==> src/rtl/fphub_accumulator.sv <==
// FPHUB packet accumulator: sums the operands of each packet through an external
// combinational FPHUB adder and presents the sum together with the operand count.
module fphub_accumulator #(
  parameter int unsigned M     = 23,
  parameter int unsigned E     = 8,
  parameter int unsigned CNT_W = 16
) (
  input  logic               clk,
  input  logic               rst_n,
  input  logic               in_valid,
  output logic               in_ready,
  input  logic [E+M:0]       in_data,
  input  logic               in_last,
  output logic [E+M:0]       add_x,
  output logic [E+M:0]       add_y,
  input  logic [E+M:0]       add_z,
  output logic               out_valid,
  input  logic               out_ready,
  output logic [E+M:0]       out_data,
  output logic [CNT_W-1:0]   out_count
);

  localparam int unsigned W = E + M + 1;

  localparam logic [1:0] S_IDLE = 2'd0;
  localparam logic [1:0] S_ACC  = 2'd1;
  localparam logic [1:0] S_ADD  = 2'd2;
  localparam logic [1:0] S_OUT  = 2'd3;

  localparam logic [CNT_W-1:0] CNT_MAX = {CNT_W{1'b1}};

  logic [1:0]       state_q, state_d;
  logic [W-1:0]     acc_q, acc_d;
  logic [W-1:0]     opnd_q, opnd_d;
  logic [CNT_W-1:0] count_q, count_d;
  logic             last_q, last_d;
  logic             in_ready_q, in_ready_d;
  logic             out_valid_q, out_valid_d;
  logic             xfer;

  // Handshakes, packet sequencing and next values of the datapath registers.
  always_comb begin
    state_d     = state_q;
    acc_d       = acc_q;
    opnd_d      = opnd_q;
    count_d     = count_q;
    last_d      = last_q;
    xfer        = in_valid && in_ready_q;

    case (state_q)
      S_IDLE: begin
        if (xfer) begin
          // First operand goes straight into the accumulator, no add needed.
          acc_d   = in_data;
          count_d = CNT_W'(1);
          last_d  = in_last;
          state_d = in_last ? S_OUT : S_ACC;
        end
      end
      S_ACC: begin
        if (xfer) begin
          opnd_d  = in_data;
          last_d  = in_last;
          if (count_q != CNT_MAX) begin
            count_d = count_q + CNT_W'(1);
          end
          state_d = S_ADD;
        end
      end
      S_ADD: begin
        acc_d   = add_z;
        state_d = last_q ? S_OUT : S_ACC;
      end
      S_OUT: begin
        if (out_ready) begin
          state_d = S_IDLE;
        end
      end
      default: begin
        state_d = S_IDLE;
      end
    endcase

    in_ready_d  = (state_d == S_IDLE) || (state_d == S_ACC);
    out_valid_d = (state_d == S_OUT);
  end

  // State and datapath registers; reset discards any partial packet.
  always_ff @(posedge clk or negedge rst_n) begin
    if (!rst_n) begin
      state_q     <= S_IDLE;
      acc_q       <= '0;
      opnd_q      <= '0;
      count_q     <= '0;
      last_q      <= 1'b0;
      in_ready_q  <= 1'b0;
      out_valid_q <= 1'b0;
    end else begin
      state_q     <= state_d;
      acc_q       <= acc_d;
      opnd_q      <= opnd_d;
      count_q     <= count_d;
      last_q      <= last_d;
      in_ready_q  <= in_ready_d;
      out_valid_q <= out_valid_d;
    end
  end

  assign in_ready  = in_ready_q;
  assign out_valid = out_valid_q;
  assign out_data  = acc_q;
  assign out_count = count_q;
  assign add_x     = acc_q;
  assign add_y     = opnd_q;

endmodule

==> config.mk <==
export PLATFORM = sky130hd
export DESIGN_NAME = fphub_accumulator
export DESIGN_NICKNAME = d
export VERILOG_FILES = /design/src/rtl/fphub_accumulator.sv
export SDC_FILE = /design/constraint.sdc
export NUM_CORES = 1
export LEC_CHECK = 0
export ABC_AREA = 0
export BUFFER_PORTS_ARGS = -buffer_cell sky130_fd_sc_hd__buf_2
export CORE_MARGIN = 3
export CORE_UTILIZATION = 47
export DETAILED_ROUTE_END_ITERATION = 10
export PLACE_DENSITY = 0.77
export SLEW_MARGIN = 20
export SYNTH_ARGS = -nofsm -noshare
export SYNTH_HDL_FRONTEND = slang
export SYNTH_SLANG_ARGS = --single-unit
==> constraint.sdc <==
create_clock -name clk -period 1.9 [get_ports clk]
set_input_delay 0.19 -clock clk [delete_from_list [all_inputs] [get_ports clk]]
set_output_delay 0.19 -clock clk [all_outputs]
set_load 0.01 [all_outputs]
==> impl_results.md <==
* Post-DP HPWL at 7.76 mm
* Crit Path Class: register to register
* Most frequent cell after synthesis: nand2_1
* Fin nets at 659
* RSZ-0062 raised after global routing: false
* Largest net degree at the start of global routing at 46
* Largest cells by area after synthesis: dfrtp_1, nand2_1, mux2i_1
* Final slew viol count at 0
* Sw Pwr at 3250 uW
* Setup crit start kind: register
* Top_reg_cell synth: dfrtp_1
* Asr flop ratio synth at 100%
* Yosys warning total at 0
* Top cell type's share of synthesized area at 53.0%
* Initial DRC count at 129
* Via density at 5.16
* Worst Max-Slew Pin Slew at 0.436 ns
* Static Leak at 0.00273 uW
* Top delay family on crit path: simple AND/OR/NAND/NOR gates
* Mapped Nets at 501
* Pre-CTS WS at 0.0986 ns
* List of most frequent post-synthesis cells: nand2_1, dfrtp_1, o21ai_0, buf_4, mux2i_1
* Syn avg cell area at 9.31 sq um
* TritonRoute pass-1 iters at 5
* Setup Buffers After CTS at 0
* WP buf/inv at 0
* Power Density at 1580 nW/um^2
* Root buffer cell: clkbuf_8
* # IOs at 183
* Part of the cycle the worst path needs at 95.4%
* Worst Path Arrival at 2.05 ns
* Layout Utilization at 61.7%
* CTS Buffer Depth at 2
* Final setup margin at 0.0878 ns
* Initial antenna violation count at 0
* Total number of vias at 3593
* WL/cell at 14.9 microns
* Slowest CP cell: dfrtp_1
* Fmax at 552 MHz
* HP Class: primary input to register
* Internal Power at 4780 uW
* Yosys cell types at 38
* Outcome: complete, no violations
* Max H-tree Level at 3
* N_diodes at 0
* Worst IR Drop VDD at 0.725 mV
* Slowest cell delay on critical path at 0.41 ns
* First-pass GRT wire length at 17.1 mm
* Row count at 33
* Setup Skew at 0.0140 ns
* Min Tclk post-route at 1.81 ns
* Non-Filler Instances at 696
* Clock-pin slew on the worst setup and hold paths at 0.08 ns
* Grt ovf at 0
* CTS tree: built
* Inserted Clock Buffers at 9
* # DRC at 0
* EDFF count, synth at 0
* Die area at 9680 sq um
* Slew Limit Headroom at 70.9%
* Initial Util at 48.6%
* Routed WL at 10.3 mm
* Max Cap Violations at 0
* Core area at 8260 sq um
* CP cell instances: ha_1 > and3_1 > and3_2 > nand3_1 > a32o_1
* I/O Buffers at 182
* Die height at 98.4 microns
* Placer Congestion at 0.868
* Synthesized cell area at 4010 sq um
* Clock share of power at 16.8%
* Setup-failing EPs final at 0
* Vias in the first global route at 3544
* Clk Latency, worst-skew pair at 0.34 ns
* Sequential share of the synthesized area at 53.0%
* Sw Share at 40.4%
* Part of the power in combinational logic at 44.8%
* Synth area leader: dfrtp_1
* Seq pwr share at 38.4%
* Final setup TNS at 0 ns
* Synth-to-Final Area Change at 26.9%
* Die width at 98.4 microns
* WP data required at 2.13 ns
* Post-route ant nets at 0
* Fin. Hold Viols at 0
* Sink Count at 85
* Crit. End Element: register
* Layout cells sized above 1 at 37.9%
* Global Route Usage Sum at 21.8%
* Crit Path Max Fanout at 6
* Synth Instances at 431
* Seq cells post-synth at 85
* Inst Count DP at 682
## registers in the layout, summed over array words and instances, names as in the netlist
signal and cells:
out_count 16, add_y 32, in_ready 1, last_q 1, state_q 2, out_valid 1
add_x 32
## power by group through the flow
stage	registers, uW	logic (uW)	clock network (uW)
CTS	3090	3670	1380
global placement	3060	3550	0
detailed placement	3110	3660	0
global route	3190	3990	1470
finish	3080	3600	1350
floorplan	3380	2120	0
## stage by stage
step | total power [uW] | instance area, sq um | hold slack (ns)
3_3_place_gp | 6620 | 4880 | 0.132
4_1_cts | 8140 | 5090 | 0.0361
3_5_place_dp | 6780 | 4880 | 0.139
2_1_floorplan | 5490 | 4010 | -0.106
6_report | 8030 | 5090 | 0.0528
5_1_grt | 8660 | 5090 | 0.0399
## layout make-up
type | count | area [sq um]
repair buffers | 201 | 1070
clock buffers | 11 | 141
clock inverters | 2 | 60.1
flip-flops and latches | 85 | 2130
fillers | 713 | 3160
well taps | 105 | 131
multi-input cells | 289 | 1550
inverters | 3 | 11.3
## worst paths after layout
path | startpoint | to | slack (ns) | cells after the start
max in group asynchronous | rst_n | add_y[16] | 0.98 | 3
min in group asynchronous | rst_n | add_y[29] | 0.32 | 2
max | out_count[0] | out_count[1] | 0.09 | 5
min | in_data[28] | add_y[28] | 0.05 | 3
min reg2reg | add_y[16] | add_y[16] | 0.47 | 2
max reg2reg | out_count[0] | out_count[1] | 0.09 | 5
## cells in the final DEF, fill, tap and decap left out, types with 2 or more instances in the layout
master	Yosys	layout
bufinv_16	0	2
o31ai_1	3	3
o21ai_0	51	51
nor2_1	8	6
buf_4	34	18
mux2i_1	32	32
inv_1	3	3
nor2_4	0	2
clkbuf_8	0	10
a21oi_1	6	6
nand4_1	4	4
and3_1	3	2
buf_2	4	181
nor3_1	2	2
nand2_1	142	142
dfrtp_1	85	85
a31oi_1	4	4
and3_2	1	2
nand3_2	0	2
nand2b_1	2	2
nand3_1	12	10
## worst min-delay path: cells and delay by family
| family | cells | cell delay [ns] |
|---|---|---|
| buffers and inverters | 1 | 0.08 |
| AND/OR/NAND/NOR | 2 | 0.09 |
## routing by layer
metal	vias to the layer above	wire, microns	global-route usage (%)	share of wire [%]
li1	1729	-	-	-
met1	1711	4300	27.5	42
met2	139	5190	36.2	50
met3	14	688	5.29	6.7
met4	0	161	8.72	1.6
met5	-	0	0	0
## repair_timing
action	4_1_cts	5_1_grt
hold buffers	1	0
resized for setup	0	2
hold endpoints to repair	26	0
setup endpoints to repair	0	2
## cell families after synthesis
| logic type | synth area share, % |
|---|---|
| buffers and inverters | 9.01 |
| muxes | 7.98 |
| adders and majority gates | 0.312 |
| DFF | 53.0 |
| AOI/OAI and AO/OA | 10.4 |
| and+or+nand+nor | 19.3 |
No activity file was read; power rests on OpenSTA's default activity.
